===== config.mk =====
export PLATFORM = sky130hd
export DESIGN_NAME = mac_sched
export DESIGN_NICKNAME = d
export VERILOG_FILES = /design/src/rtl/mac_sched.sv
export SDC_FILE = /design/constraint.sdc
export NUM_CORES = 1
export LEC_CHECK = 0
export ABC_CLOCK_PERIOD_IN_PS = 2020
export BUFFER_PORTS_ARGS = -buffer_cell sky130_fd_sc_hd__buf_2
export CAP_MARGIN = 30
export CORE_MARGIN = 4
export CORE_UTILIZATION = 41
export CTS_CLUSTER_DIAMETER = 200
export DETAILED_ROUTE_END_ITERATION = 16
export MAX_ROUTING_LAYER = met4
export PLACE_DENSITY = 0.76
export REMOVE_ABC_BUFFERS = 1
export SLEW_MARGIN = 40
export SYNTH_ARGS = -nofsm -noshare
export SYNTH_HDL_FRONTEND = slang
export SYNTH_SLANG_ARGS = --single-unit

===== constraint.sdc =====
create_clock -name clk -period 2.02 [get_ports clk]
set_input_delay 0.202 -clock clk [delete_from_list [all_inputs] [get_ports clk]]
set_output_delay 0.202 -clock clk [all_outputs]
set_load 0.005 [all_outputs]

===== src/rtl/mac_sched.sv =====
// Job scheduler for one shared MAC between two requesters: round-robin grant,
// a clear pulse per job, streamed operand beats, pipeline drain, then the result handshake.
module mac_sched #(
    parameter int unsigned ACC_W   = 16,
    parameter int unsigned MAC_LAT = 1,
    parameter int unsigned MAX_LEN = 255
) (
    input  logic             clk,
    input  logic             rst,
    input  logic [1:0]       req_valid,
    output logic [1:0]       req_ready,
    input  logic [15:0]      req_a,
    input  logic [15:0]      req_b,
    input  logic [1:0]       req_last,
    output logic             mac_clr,
    output logic             mac_en,
    output logic [7:0]       mac_a,
    output logic [7:0]       mac_b,
    input  logic [ACC_W-1:0] mac_acc,
    output logic             res_valid,
    input  logic             res_ready,
    output logic [ACC_W-1:0] res_data,
    output logic             res_id,
    output logic [7:0]       res_len,
    output logic             res_trunc,
    output logic             busy
);

    localparam logic [2:0] StIdle   = 3'd0;
    localparam logic [2:0] StClear  = 3'd1;
    localparam logic [2:0] StRun    = 3'd2;
    localparam logic [2:0] StDrain  = 3'd3;
    localparam logic [2:0] StResult = 3'd4;

    localparam logic [7:0] MaxLen    = 8'(MAX_LEN);
    localparam logic [2:0] LastDrain = 3'(MAC_LAT - 1);

    logic [2:0]       state_q, state_d;
    logic             owner_q, owner_d;
    logic             rr_q, rr_d;
    logic [7:0]       cnt_q, cnt_d;
    logic [2:0]       drain_q, drain_d;
    logic             trunc_q, trunc_d;
    logic [ACC_W-1:0] res_data_q, res_data_d;
    logic             res_id_q, res_id_d;
    logic [7:0]       res_len_q, res_len_d;
    logic             res_trunc_q, res_trunc_d;

    logic       own_valid;
    logic       own_last;
    logic [7:0] own_a;
    logic [7:0] own_b;
    logic [7:0] cnt_inc;
    logic       grant;

    assign own_valid = req_valid[owner_q];
    assign own_last  = req_last[owner_q];
    assign own_a     = owner_q ? req_a[15:8] : req_a[7:0];
    assign own_b     = owner_q ? req_b[15:8] : req_b[7:0];
    assign cnt_inc   = cnt_q + 8'd1;
    // rr_q holds the most recently served requester; a tie goes to the other one.
    assign grant     = (&req_valid) ? ~rr_q : req_valid[1];

    always_comb begin
        state_d     = state_q;
        owner_d     = owner_q;
        rr_d        = rr_q;
        cnt_d       = cnt_q;
        drain_d     = drain_q;
        trunc_d     = trunc_q;
        res_data_d  = res_data_q;
        res_id_d    = res_id_q;
        res_len_d   = res_len_q;
        res_trunc_d = res_trunc_q;
        req_ready   = 2'b00;
        mac_en      = 1'b0;
        mac_a       = 8'd0;
        mac_b       = 8'd0;

        case (state_q)
            StIdle: begin
                if (|req_valid) begin
                    owner_d = grant;
                    state_d = StClear;
                end
            end
            StClear: begin
                cnt_d   = 8'd0;
                state_d = StRun;
            end
            StRun: begin
                req_ready = owner_q ? 2'b10 : 2'b01;
                mac_en    = own_valid;
                if (own_valid) begin
                    mac_a = own_a;
                    mac_b = own_b;
                    cnt_d = cnt_inc;
                    // A last flag on the MAX_LEN beat still counts as a normal end.
                    if (own_last || (cnt_inc == MaxLen)) begin
                        trunc_d = ~own_last;
                        drain_d = 3'd0;
                        state_d = StDrain;
                    end
                end
            end
            StDrain: begin
                if (drain_q == LastDrain) begin
                    res_data_d  = mac_acc;
                    res_id_d    = owner_q;
                    res_len_d   = cnt_q;
                    res_trunc_d = trunc_q;
                    state_d     = StResult;
                end else begin
                    drain_d = drain_q + 3'd1;
                end
            end
            StResult: begin
                if (res_ready) begin
                    rr_d    = owner_q;
                    state_d = StIdle;
                end
            end
            default: state_d = StIdle;
        endcase
    end

    always_ff @(posedge clk) begin
        if (rst) begin
            state_q     <= StIdle;
            owner_q     <= 1'b0;
            rr_q        <= 1'b1;
            cnt_q       <= 8'd0;
            drain_q     <= 3'd0;
            trunc_q     <= 1'b0;
            res_data_q  <= '0;
            res_id_q    <= 1'b0;
            res_len_q   <= 8'd0;
            res_trunc_q <= 1'b0;
        end else begin
            state_q     <= state_d;
            owner_q     <= owner_d;
            rr_q        <= rr_d;
            cnt_q       <= cnt_d;
            drain_q     <= drain_d;
            trunc_q     <= trunc_d;
            res_data_q  <= res_data_d;
            res_id_q    <= res_id_d;
            res_len_q   <= res_len_d;
            res_trunc_q <= res_trunc_d;
        end
    end

    assign mac_clr   = (state_q == StClear);
    assign busy      = (state_q != StIdle);
    assign res_valid = (state_q == StResult);
    assign res_data  = res_data_q;
    assign res_id    = res_id_q;
    assign res_len   = res_len_q;
    assign res_trunc = res_trunc_q;

endmodule


Word level (Yosys, flattened, before mapping)

Cells that the tools add are included.

Flip-flop bits (word level): 43
Latch bits: 0
RAM bits: 0
Bits in read-only memories: 0
Input port bits: 55
Output and inout port bits: 48
Memories: 0

Add/subtract/negate cells: 2
Multiply operators: 0
Divide/modulo/power cells: 0
Magnitude comparators: 1
Eq/ne operators: 11
Shift operators: 0
Muxes and demuxes: 26
Bitwise logic cells: 2
Reductions and logical operators: 15

Operators with widths:

| kind                                                        | number |
|---|---|
| two-way mux 8 bit                                           | 7 |
| two-way mux 3 bit                                           | 8 |
| case mux 8 bit (2 select lines)                             | 1 |
| case mux 3 bit (5 select lines)                             | 1 |
| != test 2 bit (second input constant)                       | 5 |
| AND reduction 2 bit                                         | 5 |
| adder 8 x 1 -> 8 bit (second input constant)                | 1 |
| == test 8 bit (second input constant)                       | 1 |
| == test 3 x 2 -> 1 bit (second input constant)              | 2 |
| zero test 3 bit                                             | 2 |
| two-way mux 1 bit                                           | 6 |
| case mux 3 bit (2 select lines)                             | 1 |
| AND reduction 5 bit                                         | 1 |
| two-way mux 2 bit                                           | 2 |
| AND reduction 4 bit                                         | 1 |
| nonzero test 2 bit                                          | 2 |
| adder 3 x 1 -> 3 bit (second input constant)                | 1 |
| == test 3 x 1 -> 1 bit (second input constant)              | 1 |
| == test 3 bit (second input constant)                       | 1 |
| AND reduction 3 bit                                         | 1 |
| nonzero test 3 bit                                          | 1 |
| less-than comparator 1 x 2 -> 1 bit (second input constant) | 1 |
| != test 2 x 1 -> 1 bit (second input constant)              | 1 |
| NOT 1 bit                                                   | 2 |
| 2 further kinds                                             | 2 |

Depth between registers and ports, before layout

Word-level depth: 6
Mapped depth: 8
Gate-level depth less buffers: 7

Least setup slack after synthesis

OpenSTA, ideal clock, no wires.

Path kind: register to register
Start: register cnt_q[0]
End: register drain_q[1]
Data arrival time: 1627 ps
Setup slack: 267 ps
Cell stages (with the launch flop): 7
Path through: dfxtp_1 > ha_1 > nand3_1 > or3_4 > a211o_1 > a21oi_2 > o41ai_1

Word-level cells in the longest chain between the ends: 5

RTL lines:

| what                          | RTL line | RTL |
|---|---|---|
| start, declared               | 41       | `logic [7:0] cnt_q, cnt_d;` |
| start signal, assigned        | 143      | `cnt_q <= cnt_d;` |
| adder 8 x 1 -> 8 bit          | 60       | `assign cnt_inc = cnt_q + 8'd1;` |
| == test 8 bit                 | 99       | `if (own_last \|\| (cnt_inc == MaxLen)) begin` |
| logical OR 1 bit              | 99       |  |
| != test 2 bit (no line)       | --       |  |
| AND reduction 4 bit (no line) | --       |  |
| end signal, assigned          | 144      | `drain_q <= drain_d;` |
| end, declared                 | 42       | `logic [2:0] drain_q, drain_d;` |

Every way passes these cells.
A chain may end at the register's enable or synchronous reset.

Worst setup path in the final report

Start: register cnt_q[1]
End: register drain_q[1]

The elaborated chain is that of the path after synthesis.

==> results.sh <==
export IMPL_status="complete, no violations"
export IMPL_die_h_um=79.9
export IMPL_total_power_uw=1850
export IMPL_muxShareOfSynthArea=0.0857
export IMPL_layout_setup_ws_ps=95.0
export IMPL_wl_per_cell_um=11.5
export IMPL_synthAdderAreaFrac=0.0236
export IMPL_h_tree_depth=2
export IMPL_p_int_uw=1390
export IMPL_crit_fanout=5
export IMPL_combPwrFrac=0.146
export IMPL_post_cts_buffers=0
export IMPL_async_reset_ff_frac=0
export IMPL_viasPerCell=4.87
export IMPL_maxSlewViolCount=0
export IMPL_synth_top_family_by_area="simple AND/OR/NAND/NOR gates"
export IMPL_die_area_sq_mm=0.00638
export IMPL_synth_edf_count=0
export IMPL_fmax_mhz=519
export IMPL_yosys_cell_types_count=40
export IMPL_core_area_sq_mm=0.00485
export IMPL_critPathMaxStageDelay_ps=400
export IMPL_grt_pass1_vias=1996
export IMPL_critPathLaunchType="flip-flop"
export IMPL_gr_total_overflow=0
export IMPL_syn2layout_area_growth_pct=31.6
export IMPL_rows=25
export IMPL_rsz0062_at_grt="no"
export IMPL_setup_viol=0
export IMPL_cts_clk_slew_worst_paths_ps=80
export IMPL_cts_root_buf="clkbuf_8"
export IMPL_synthFlopType="dfxtp_1"
export IMPL_n_antenna_cell=0
export IMPL_end_kind="flip-flop"
export IMPL_clk_latency_ps=300
export IMPL_start_util=0.437
export IMPL_cp_arrival_ps=2080
export IMPL_tightest_slew_ps=774
export IMPL_layout_worst_path_cycle_share=0.953
export IMPL_clockBufferDepth=2
export IMPL_synth_compound_area_frac=0.158
export IMPL_grt_pass1_wl_um=8550
export IMPL_firstDrtPassIters=4
export IMPL_synth_seq_area_share=0.407
export IMPL_ys_seq_elements=43
export IMPL_p_clk_frac=0.375
export IMPL_ys_warn_count=0
export IMPL_cts_sinks=43
export IMPL_track_usage=0.166
export IMPL_syn_avg_cell_area_sq_um=7.75
export IMPL_nets=428
export IMPL_switchingPower_uw=460
export IMPL_seq_power_share=0.479
export IMPL_ir_drop_v=0.000374
export IMPL_synthCells=273
export IMPL_vias=2129
export IMPL_cap_violations=0
export IMPL_cts_tree="done"
export IMPL_drt_wl_total_um=5040
export IMPL_path_class="reg2reg"
export IMPL_drive_gt1_frac=0.341
export IMPL_fin_skew_ps=5.79
export IMPL_utilization=0.574
export IMPL_critical_path_top_delay_family="compound AO/OA/AOI/OAI gates"
export IMPL_switching_share=0.248
export IMPL_synth_simple_gate_area_frac=0.258
export IMPL_path_cells="ha_1, nand3_1, or3_4, a211o_1, a21oi_2, o41ai_1"
export IMPL_synth_xor_area_frac=0.0165
export IMPL_dpl_hpwl_um=3610
export IMPL_drc=0
export IMPL_tns_ps=0
export IMPL_ios=103
export IMPL_ant_nets=0
export IMPL_dp_slack_ps=109
export IMPL_numCtsBuffers=5
export IMPL_cts_hold_buffers=0
export IMPL_slowest_stage="dfxtp_1"
export IMPL_antenna_found_initial=0
export IMPL_grt_max_degree=45
export IMPL_routabilityCongestion=0.813
export IMPL_drt_iter0_markers=90
export IMPL_relSlewSlack=0.484
export IMPL_min_period_ps=1930
export IMPL_crit_required_ps=2180
export IMPL_io_buffers=102
export IMPL_timing_critical_path_buf_inv=0
export IMPL_die_w_um=79.9
export IMPL_leakage_uw=0.00123
export IMPL_hp_class="in2reg"
export IMPL_fill_cells=442
export IMPL_syn_area_sq_mm=0.00212
export IMPL_fin_area_sq_mm=0.00279
export IMPL_pwr_density_cell_mw_per_mm2=666
export IMPL_dpl_cell_area_sq_mm=0.00267
export IMPL_hold_violations=0
## worst paths after layout
| path | from | end | slack (ps) | cells after the start |
|---|---|---|---|---|
| setup / recovery | cnt_q[1] | drain_q[1] | 90 | 6 |
| hold / removal | mac_acc[10] | res_data[10] | 130 | 3 |
| setup reg to reg | cnt_q[1] | drain_q[1] | 90 | 6 |
| hold reg to reg | res_data[8] | res_data[8] | 450 | 2 |
## flip-flops by register name, summed over array words and instances, names as in the netlist
register,cells
res_id,1
res_data,16
owner_q,1
res_len,8
res_trunc,1
drain_q,3
trunc_q,1
rr_q,1
cnt_q,8
state_q,3
## synthesized netlist by cell type, types with 3 or more instances
| cell | count | area share |
|---|---|---|
| nand2_1 | 60 | 0.11 |
| buf_1 | 3 | 0.0053 |
| ha_1 | 4 | 0.024 |
| dfxtp_1 | 43 | 0.41 |
| nor2_1 | 32 | 0.057 |
| o21ai_0 | 6 | 0.014 |
| or3_1 | 5 | 0.015 |
| a21oi_1 | 36 | 0.085 |
| clkbuf_1 | 5 | 0.0089 |
| mux2i_1 | 17 | 0.080 |
| nand3_1 | 3 | 0.0071 |
| buf_2 | 8 | 0.019 |
| a31oi_1 | 4 | 0.012 |
| inv_1 | 6 | 0.011 |
| nand3b_1 | 3 | 0.011 |
| and2_1 | 3 | 0.0089 |
| nor3_1 | 6 | 0.014 |
## placed cells by master (no fill, tap or decap), types with 2 or more instances in the layout
cell type	netlist	routed
a21oi_1	36	36
a31oi_1	4	4
and2_1	3	3
buf_2	8	102
buf_4	2	5
clkbuf_8	0	6
dfxtp_1	43	42
ha_1	4	4
inv_1	6	6
mux2i_1	17	17
nand2_1	60	60
nand2b_1	2	2
nand3_1	3	3
nand3b_1	3	3
nor2_1	32	32
nor3_1	6	6
o21ai_0	6	6
or3_1	5	5
or3b_2	2	2
xnor2_1	2	2
xor2_1	2	2
## area by class of cell
cell class              count  area (sq um)  area share
well taps                  67          83.8      0.0301
clock buffers               6          82.6      0.0296
clock inverters             2          35.0      0.0126
repair buffers            107           548       0.197
multi-input cells         206          1150       0.413
flip-flops and latches     43           862       0.310
inverters                   6          22.5     0.00809
## tightest hold or removal path, stage by stage
cell and delay (ps):
buf_2 90, nand2_1 40, a21oi_1 50
## logic make-up after synthesis
| group | count (synthesis) |
|---|---|
| mux | 18 |
| flops | 43 |
| buf+inv | 24 |
| simple gates | 123 |
| xor+xnor | 4 |
| compound gates | 57 |
| fa+ha+maj | 4 |
## metrics by stage
stage               cells  hold slack (ps)
global placement      429              439
CTS                   437              126
floorplan             255              271
detailed placement    429              444
global route          437              132
finish                437              131
## power by group through the flow
| stage | clock [uW] | sequential (uW) | combinational [uW] |
|---|---|---|---|
| floorplan | 0 | 917 | 128 |
| global placement | 0 | 906 | 270 |
| detailed placement | 0 | 907 | 274 |
| CTS | 710 | 887 | 276 |
| global route | 745 | 893 | 309 |
| finish | 695 | 888 | 272 |
## routing by layer
layer	GRT usage	part of all wire	up-vias
met1	0.207	0.45	944
met5	-	0	-
li1	-	-	1113
met3	0.0271	0.066	9
met4	0.0557	0.014	0
met2	0.273	0.47	63
## timing repair
action | in CTS | in global routing
endpoints found under the hold margin | 0 | 0
resized for setup | 0 | 1
setup endpoints to repair | 0 | 2
Power figures use the tool's default switching activity.
